==> src/rtl/matrix_pkg.sv <==
// matrix_pkg: shared definitions for the matrix MEM-stage sequencer.
//   MAT_W  - matrix operand width (bits)
//   WORD_W - data-memory word width (bits)
//   BEATS  - number of word transfers per matrix operand
//   mat_state_e - sequencer FSM states
//   mat_op_e    - captured operation kind
package matrix_pkg;

  localparam int unsigned MAT_W  = 128;
  localparam int unsigned WORD_W = 32;
  localparam int unsigned BEATS  = MAT_W / WORD_W;

  typedef enum logic [1:0] {
    IDLE   = 2'd0,
    ACCESS = 2'd1,
    FIN    = 2'd2
  } mat_state_e;

  typedef enum logic {
    OP_STORE = 1'b0,
    OP_LOAD  = 1'b1
  } mat_op_e;

endpackage

==> src/rtl/mat_beat_buffer.sv <==
// mat_beat_buffer: matrix-wide register split into word lanes.
//   A full-width capture loads the store operand; a word write gathers load
//   beats one lane at a time; a word read mux feeds the store beats.
// Ports:
//   clk, rst        - clock, synchronous active-low reset
//   cap_en/cap_data - load the whole register (takes priority over wr_en)
//   wr_en/wr_idx/wr_word - write one word lane
//   rd_idx/rd_word  - combinational word read of the current contents
//   buf_next        - next-state value (current contents plus this cycle's write)
module mat_beat_buffer #(
  parameter int unsigned MAT_W  = 128,
  parameter int unsigned WORD_W = 32,
  parameter int unsigned IDX_W  = 2
) (
  input  logic              clk,
  input  logic              rst,
  input  logic              cap_en,
  input  logic [MAT_W-1:0]  cap_data,
  input  logic              wr_en,
  input  logic [IDX_W-1:0]  wr_idx,
  input  logic [WORD_W-1:0] wr_word,
  input  logic [IDX_W-1:0]  rd_idx,
  output logic [WORD_W-1:0] rd_word,
  output logic [MAT_W-1:0]  buf_next
);

  localparam int unsigned NUM_WORDS = MAT_W / WORD_W;

  logic [NUM_WORDS-1:0][WORD_W-1:0] buf_q;
  logic [NUM_WORDS-1:0][WORD_W-1:0] buf_d;

  always_comb begin
    buf_d = buf_q;
    if (cap_en) begin
      buf_d = cap_data;
    end else if (wr_en) begin
      buf_d[wr_idx] = wr_word;
    end
  end

  always_ff @(posedge clk) begin
    if (!rst) begin
      buf_q <= '0;
    end else begin
      buf_q <= buf_d;
    end
  end

  assign rd_word  = buf_q[rd_idx];
  // Exposed so the final gathered beat lands in load_data on the same edge.
  assign buf_next = buf_d;

endmodule

==> src/rtl/matrix_mem_sequencer.sv <==
// matrix_mem_sequencer: MEM-stage sequencer moving matrix operands between the
// EX/MEM register and a word-wide data memory, one word beat at a time, while
// stalling the upstream pipeline.
// Optional feature macro: MATRIX_LOAD_EN (enables the matrix load path; without
// it only stores are sequenced and the load outputs are tied to zero).
// Ports:
//   clk, rst            - clock, synchronous active-low reset
//   me_mat_store/load   - MEM-stage matrix store / load request
//   me_addr             - base byte address (low two bits ignored)
//   me_matrix_data      - store operand
//   me_rd               - load destination register
//   dmem_req/we/addr/wdata - registered data-memory beat request
//   dmem_rdata/ready    - memory response; ready accepts/completes the beat
//   stall               - freeze IF/ID, ID/EX, EX/MEM (combinational in IDLE)
//   busy                - transfer in progress (ACCESS or FIN)
//   done                - one-cycle completion pulse
//   load_valid/data/rd  - completed load result, held until the next load
module matrix_mem_sequencer #(
  parameter int unsigned MAT_W  = matrix_pkg::MAT_W,
  parameter int unsigned WORD_W = matrix_pkg::WORD_W
) (
  input  logic              clk,
  input  logic              rst,
  input  logic              me_mat_store,
  input  logic              me_mat_load,
  input  logic [31:0]       me_addr,
  input  logic [MAT_W-1:0]  me_matrix_data,
  input  logic [4:0]        me_rd,
  output logic              dmem_req,
  output logic              dmem_we,
  output logic [31:0]       dmem_addr,
  output logic [WORD_W-1:0] dmem_wdata,
  input  logic [WORD_W-1:0] dmem_rdata,
  input  logic              dmem_ready,
  output logic              stall,
  output logic              busy,
  output logic              done,
  output logic              load_valid,
  output logic [MAT_W-1:0]  load_data,
  output logic [4:0]        load_rd
);

  import matrix_pkg::*;

  localparam int unsigned NUM_BEATS = MAT_W / WORD_W;
  localparam int unsigned BEAT_W    = (NUM_BEATS > 1) ? $clog2(NUM_BEATS) : 1;
  localparam logic [BEAT_W-1:0] LAST_BEAT = BEAT_W'(NUM_BEATS - 1);

  mat_state_e        state_q;
  logic [BEAT_W-1:0] beat_q;
  logic [BEAT_W-1:0] beat_inc;

  logic              store_trig;
  logic              load_trig;
  logic              trigger;
  logic              capture;
  logic              last_step;
  logic              gather_en;
  logic [WORD_W-1:0] next_word;
  logic [MAT_W-1:0]  buf_next;

  assign store_trig = me_mat_store;
  assign trigger    = store_trig | load_trig;
  assign capture    = (state_q == IDLE) && trigger;
  assign last_step  = (state_q == ACCESS) && dmem_ready && (beat_q == LAST_BEAT);
  assign beat_inc   = beat_q + 1'b1;

  // Combinational so the stall reaches the pipeline in the trigger cycle itself.
  assign stall = capture || (state_q == ACCESS);

  // ---------------------------------------------------------------------------
  // Main FSM with registered memory-side outputs
  // ---------------------------------------------------------------------------
  always_ff @(posedge clk) begin
    if (!rst) begin
      state_q    <= IDLE;
      beat_q     <= '0;
      busy       <= 1'b0;
      done       <= 1'b0;
      dmem_req   <= 1'b0;
      dmem_we    <= 1'b0;
      dmem_addr  <= '0;
      dmem_wdata <= '0;
    end else begin
      done <= 1'b0;
      unique case (state_q)
        IDLE: begin
          if (trigger) begin
            state_q    <= ACCESS;
            beat_q     <= '0;
            busy       <= 1'b1;
            dmem_req   <= 1'b1;
            // Store wins over a simultaneous load.
            dmem_we    <= store_trig;
            dmem_addr  <= {me_addr[31:2], 2'b00};
            dmem_wdata <= me_matrix_data[WORD_W-1:0];
          end
        end
        ACCESS: begin
          // Without ready every output holds its value.
          if (dmem_ready) begin
            if (beat_q == LAST_BEAT) begin
              state_q  <= FIN;
              dmem_req <= 1'b0;
              dmem_we  <= 1'b0;
              done     <= 1'b1;
            end else begin
              beat_q     <= beat_inc;
              dmem_addr  <= dmem_addr + 32'd4;
              dmem_wdata <= next_word;
            end
          end
        end
        FIN: begin
          // EX/MEM advances on this edge; the stale request is not re-sampled.
          state_q <= IDLE;
          busy    <= 1'b0;
        end
        default: begin
          state_q <= IDLE;
          busy    <= 1'b0;
        end
      endcase
    end
  end

  // ---------------------------------------------------------------------------
  // Operand buffer: store source and load gather
  // ---------------------------------------------------------------------------
  mat_beat_buffer #(
    .MAT_W  (MAT_W),
    .WORD_W (WORD_W),
    .IDX_W  (BEAT_W)
  ) u_beat_buffer (
    .clk      (clk),
    .rst      (rst),
    .cap_en   (capture),
    .cap_data (me_matrix_data),
    .wr_en    (gather_en),
    .wr_idx   (beat_q),
    .wr_word  (dmem_rdata),
    .rd_idx   (beat_inc),
    .rd_word  (next_word),
    .buf_next (buf_next)
  );

  // ---------------------------------------------------------------------------
  // Load path
  // ---------------------------------------------------------------------------
`ifdef MATRIX_LOAD_EN
  mat_op_e    op_q;
  logic [4:0] rd_q;

  assign load_trig = me_mat_load & ~me_mat_store;
  assign gather_en = (state_q == ACCESS) && dmem_ready && (op_q == OP_LOAD);

  always_ff @(posedge clk) begin
    if (!rst) begin
      op_q       <= OP_STORE;
      rd_q       <= '0;
      load_valid <= 1'b0;
      load_data  <= '0;
      load_rd    <= '0;
    end else begin
      load_valid <= 1'b0;
      if (capture) begin
        op_q <= store_trig ? OP_STORE : OP_LOAD;
        rd_q <= me_rd;
      end
      if (last_step && (op_q == OP_LOAD)) begin
        load_valid <= 1'b1;
        load_data  <= buf_next;
        load_rd    <= rd_q;
      end
    end
  end

  logic unused_addr_lsb;
  assign unused_addr_lsb = ^me_addr[1:0];
`else
  assign load_trig  = 1'b0;
  assign gather_en  = 1'b0;
  assign load_valid = 1'b0;
  assign load_data  = '0;
  assign load_rd    = '0;

  logic unused_load_path;
  assign unused_load_path = ^{me_mat_load, me_rd, buf_next, last_step, me_addr[1:0]};
`endif

endmodule

==> config.mk <==
export PLATFORM = sky130hd
export DESIGN_NAME = matrix_mem_sequencer
export DESIGN_NICKNAME = d
export VERILOG_FILES = /design/src/rtl/matrix_pkg.sv /design/src/rtl/mat_beat_buffer.sv /design/src/rtl/matrix_mem_sequencer.sv
export SDC_FILE = /design/constraint.sdc
export NUM_CORES = 1
export LEC_CHECK = 0
export BUFFER_PORTS_ARGS = -buffer_cell sky130_fd_sc_hd__buf_2
export CAP_MARGIN = 10
export CORE_AREA = 5 5 156 158
export CTS_CLUSTER_DIAMETER = 120
export DETAILED_ROUTE_END_ITERATION = 7
export DIE_AREA = 0 0 161 163
export PLACE_DENSITY = 0.74
export SLEW_MARGIN = 20
export SYNTH_ARGS = -nofsm -noshare
export SYNTH_HDL_FRONTEND = slang
export SYNTH_SLANG_ARGS = --single-unit
==> constraint.sdc <==
create_clock -name clk -period 2.7 [get_ports clk]
set_input_delay 0.27 -clock clk [delete_from_list [all_inputs] [get_ports clk]]
set_output_delay 0.27 -clock clk [all_outputs]
set_load 0.02 [all_outputs]
# Yosys cells after proc, flatten, opt, wreduce, memory -nomap -nowiden
# Cells that the tools add are included.
[word_totals]
ff_bits = 199
in_bits = 202
output_inout_bits = 203
elab_cells = 54
[op_classes]
n_addsub = 2
n_lt_le_gt_ge = 1
eq_ne = 6
mux = 24
bitwise_logic = 1
n_reduce_logical = 9
[op_table]
columns = ["cell", "n"]
rows = [
  ["$mux W32", 7],
  ["$pmux W32 S2", 2],
  ["$bmux W32 S2", 1],
  ["$add A32 B3 Y32 const B", 1],
  ["$mux W2", 6],
  ["$pmux W2 S2", 2],
  ["$reduce_and A4 Y1", 2],
  ["$ne A2 B2 Y1 const B", 3],
  ["$reduce_and A3 Y1", 2],
  ["$mux W1", 4],
  ["$pmux W1 S2", 2],
  ["$lt A2 B3 Y1 const B", 1],
  ["$add A2 B1 Y2 const B", 1],
  ["$eq A2 B1 Y1 const B", 1],
  ["$eq A2 B2 Y1 const B", 1],
  ["$logic_not A2 Y1", 1],
  ["$ne A2 B1 Y1 const B", 1],
  ["$reduce_and A2 Y1", 1],
  ["$reduce_bool A2 Y1", 1],
  ["$logic_and A1 B1 Y1", 1],
  ["$logic_or A1 B1 Y1", 1],
  ["$not A1 Y1", 1],
]

# Depth between registers and ports, before layout
[depth]
ltp_word = 6
depth_mapped = 8
ltp_nobuf = 6

# By module
# A second synthesis with hierarchy kept.
[unflattened]
hier_cells = 1602
hier_area_um2 = 13070.0
[by_module_without_submodules]
columns = ["module", "n_inst", "cells_each", "area_per_inst_um2", "seq_area_each_um2"]
rows = [
  ["mat_beat_buffer", 1, 970, 8380.5, 2562.5],
  ["matrix_mem_sequencer", 1, 632, 4689.5, 1381.3],
]

# Worst setup path after synthesis
# No wires, ideal clock.
[synth_timing]
kind = "register to register"
start = "register beat_q[0]"
end = "register dmem_wdata[0]"
setup_ps = 132
arrival_ps = 1882
required_time_ps = 2568
path_slack_ps = 686
path_stages_with_launch = 7
path_buffers = 2
synth_period_minus_slack_ps = 2014
cell_sequence = "dfxtp_1 ha_1 clkbuf_1 buf_2 mux4_2 o221ai_1 a21oi_1"
[synth_via]
elab_chain_len = 6
elab_cells_between_ends = 9
classes_between = "add/sub: 1; eq/ne: 2; mux: 5; reduce/logical: 1"
[synth_lines]
columns = ["item", "line", "text"]
rows = [
  ["from (decl)", "matrix_mem_sequencer.sv:50", "logic [BEAT_W-1:0] beat_q;"],
  ["from (signal assigned)", "matrix_mem_sequencer.sv:108", "beat_q <= beat_inc;"],
  ["$add A2 B1 Y2", "matrix_mem_sequencer.sv:66", "assign beat_inc = beat_q + 1'b1;"],
  ["$bmux W32 S2", "mat_beat_buffer.sv:49", "assign rd_word = buf_q[rd_idx];"],
  ["$mux W32 (implied by the code)", "mat_beat_buffer.sv:49", ""],
  ["$mux W32", "matrix_mem_sequencer.sv:102", "if (beat_q == LAST_BEAT) begin"],
  ["$mux W32", "matrix_mem_sequencer.sv:101", "if (dmem_ready) begin"],
  ["$pmux W32 S2", "matrix_mem_sequencer.sv:86", "unique case (state_q)"],
  ["to (signal assigned)", "matrix_mem_sequencer.sv:96", "dmem_wdata <= me_matrix_data[WORD_W-1:0];"],
  ["to (signal assigned)", "matrix_mem_sequencer.sv:110", "dmem_wdata <= next_word;"],
  ["to (decl)", "matrix_mem_sequencer.sv:32", "output logic [WORD_W-1:0] dmem_wdata,"],
]
# Parallel ways exist; a longest one is shown, timed or not. The select of a mux whose other input is x is not followed.
# A chain may end at the register's enable or synchronous reset.

# Final worst setup path
[layout_timing]
start = "register state_q[1]"
end = "output stall"
[layout_via]
elab_chain_len = 3
elab_cells_between_ends = 4
classes_between = "eq/ne: 1; reduce/logical: 3"
[layout_lines]
columns = ["item", "line", "text"]
rows = [
  ["from (decl)", "matrix_mem_sequencer.sv:49", "mat_state_e state_q;"],
  ["from (signal assigned)", "matrix_mem_sequencer.sv:76", "state_q <= IDLE;"],
  ["from (signal assigned)", "matrix_mem_sequencer.sv:89", "state_q <= ACCESS;"],
  ["from (signal assigned)", "matrix_mem_sequencer.sv:103", "state_q <= FIN;"],
  ["$logic_not A2 Y1", "matrix_mem_sequencer.sv:64", "assign capture = (state_q == IDLE) && trigger;"],
  ["$logic_and A1 B1 Y1", "matrix_mem_sequencer.sv:64", ""],
  ["$logic_or A1 B1 Y1 (*)", "matrix_mem_sequencer.sv:69", "assign stall = capture || (state_q == ACCESS);"],
  ["to (decl)", "matrix_mem_sequencer.sv:35", "output logic stall,"],
]
# Mark *: on every way between the ends. The rest lies on a longest branch, timed or not.

==> key figures <==
Run status
  • Outcome: complete, no violations

Yosys
  • Post-synthesis cell count: 1155
  • Share of the synthesized area in the top cell type: 41.3%
  • Asr flop ratio synth: 0%
  • FF+latch count, synth: 197
  • YS warnings: 0
  • Ys flop type: dfxtp_1
  • Count of unique library cells instantiated by Yosys: between 50 and 60
  • Mapped cell area: 9540 um^2
  • Synth area leaders: dfxtp_1 41%, nand2_1 12%, buf_4 11%
  • Syn Area/Cell: about 8.3 um^2
  • EDFF count, synth: 0
  • Post-synthesis sequential area ratio: approximately two fifths
  • Largest area contributor in the netlist: dfxtp_1

Power and ir drop
  • Power per standard cell area: 642 nW/um^2
  • Leakage: 4.53 nW
  • Final Power: around 7.0 mW
  • Maximum vdd drop: 0.000340 V

Final layout
  • Syn-to-layout area delta: 14.5%
  • FF+latch area: 3950 um^2
  • Multi-input logic area: between 4000 and 5000 um^2
  • Fin nets: 1526
  • Commonest non-fill, non-tap cell in the layout: nand2_1
  • Fraction of layout cells with a size suffix above 1: 24.4%
  • Fill count: 2280
  • Commonest cells after routing, fill and taps aside: 312 x nand2_1, 228 x buf_2, 195 x dfxtp_1
  • Design area: roughly 11000 um^2
  • Non-filler instance count after layout: roughly 1600

STA
  • Max Freq: 438 MHz
  • Hold Fails Final Rpt: 0
  • RSZ-0062 raised after global routing: no
  • Final setup vio count: 0
  • Final Max Slew Viols: 0
  • Slew Limit Headroom: 43.6%
  • Final min period: 2290 ps
  • Crit share post-route: 84.6%
  • Worst Max-Slew Pin Slew: 845 ps
  • Setup TNS: 0 ps
  • Clk_skew: 9.15 ps

Floorplanning
  • Initial core utilization: ~42%
  • I/O pins: around 400
  • Chip Width: 161 um
  • Core Rows: 56
  • Core area: 23000 um^2
  • Full die area: 26200 um^2
  • Die height: 163 um

Global route
  • Largest net degree at the start of global routing: 129
  • First-pass GRT wire length: 42800 um
  • Initial antenna violation count: 11
  • Total gr overflow: 0
  • All-layer global routing usage: 20.2%
  • Vias in the first global route: 8088

Clock network
  • Clock sinks: 197
  • Hold_buf cts: 0
  • Clk_lat worst skew: ~430 ps
  • CTS Buffer Depth: 2
  • Post CTS Setup Buffer Count: 0
  • Worst-path clk slew: approximately 80 ps
  • H-Tree Depth: 4
  • Post-cts sizing count: 0
  • Root buffer cell: clkbuf_16
  • CTS tree: built
  • CTS buffer count: 17

Job
  • Total of max-cap violations: 0

Placed design
  • Dpl hpwl: 18400 um
  • Routability cong.: 0.871
  • # port buffers: about 230
  • Placed cell count: 1593
  • Area after DPL: 10400 um^2

Detailed routing
  • Final ANT Viol Nets: 0
  • Via density: between 5 and 6
  • Drt total wl: 27600 um
  • Drc violations: 0
  • Routed wire per std cell: 17.0 um
  • Drt first-iter violations: 503
  • Via count: between 8000 and 9000
  • Pre-antenna DRT Iters: 8

Setup path
  • CP max stage cell: buf_4
  • CP max FO: 50
  • Crit-path cells: nand2b_2 > buf_4 > nand2_1 > buf_2
  • Max stage delay on crit path: 570 ps
  • Required @ worst endpoint: 2430 ps
  • Critical path arrival: around 2000 ps
  • WS Path Type: reg2out
  • Worst Setup End Kind: primary output
  • CP startpoint kind: flop

Worst hold path
  • Worst hold path class: in2reg
==> cell usage after synthesis (all sizes together) (2+ instances only) <==
master and instances:
a211oi 16, nand2 312, a22oi 2, inv 5, and3 3, o221ai 37, nor2b 2, a21oi 179
o22ai 4, nor3 23, mux4 32, o221a 4, nand4 5, o21ai 19, buf 159, a31oi 4
nand3 14, o211ai 2, nor4 8, dfxtp 197, and2 2, a311oi 8, and4 4, nand3b 2
or4 2, nand2b 4, nor2 20, clkbuf 69, or2 2, ha 2
==> state kept, by name (all words and copies together), names as in the netlist <==
register	count
u_beat_buffer.buf_q	128
dmem_wdata	32
dmem_addr	30
beat_q	2
state_q	2
busy	1
dmem_we	1
done	1
==> critical path, delay by kind of cell, from the launching register on <==
kind	cells	cell delay, ps
AND/OR/NAND/NOR	2	300
flip-flops	1	530
buffers and inverters	2	760
==> cell families after synthesis <==
kind of cell               share of synthesized area, %
DFF                                                41.3
and+or+nand+nor                                    18.0
muxes                                              7.78
other                                            0.0393
AOI/OAI and AO/OA                                  17.8
adders and majority gates                         0.262
buffers and inverters                              14.8
==> worst paths after layout <==
path | slack [ps] | end | cells past startpoint | startpoint
setup reg to reg | 530 | dmem_addr[14] | 6 | dmem_addr[2]
hold / removal | 70 | u_beat_buffer.buf_q[115] | 3 | me_matrix_data[115]
setup / recovery | 410 | stall | 4 | state_q[1]
hold reg to reg | 450 | dmem_wdata[31] | 2 | dmem_wdata[31]
==> area by class of cell <==
| cell class | count | share of cell area, % |
|---|---|---|
| multi-input cells | 860 | 43.2 |
| flip-flops and latches | 197 | 36.1 |
| repair buffers | 241 | 11.9 |
| clock buffers | 21 | 4.31 |
| well taps | 290 | 3.32 |
| clock inverters | 10 | 0.802 |
| inverters | 5 | 0.218 |
| diodes | 3 | 0.0687 |
==> stage by stage <==
stage / setup WS [ps] / utilization (%) / hold WS [ps]
final: 415 / 47.5 / 73.9
after global routing: 295 / 47.5 / 64.3
after CTS: 402 / 47.5 / 60.7
after detailed placement: 577 / 45.1 / 440
after global placement: 599 / 45.1 / 438
after floorplan: 686 / - / 400
==> layer usage <==
metal,GRT usage [%],up-vias,part of all wire (%)
li1,-,4078,-
met1,25.6,3938,40
met2,33.1,433,48
met3,5.90,41,9.6
met4,6.67,16,1.7
met5,0,-,0.36
==> power by group <==
| part | internal, mW | switching, mW | total (mW) |
|---|---|---|---|
| Sequential | 3.11 | 0.152 | 3.26 |
| Combinational | 0.431 | 0.853 | 1.28 |
| Clock | 1.28 | 1.19 | 2.47 |
| Total | 4.82 | 2.19 | 7.01 |
Power figures use the tool's default switching activity.
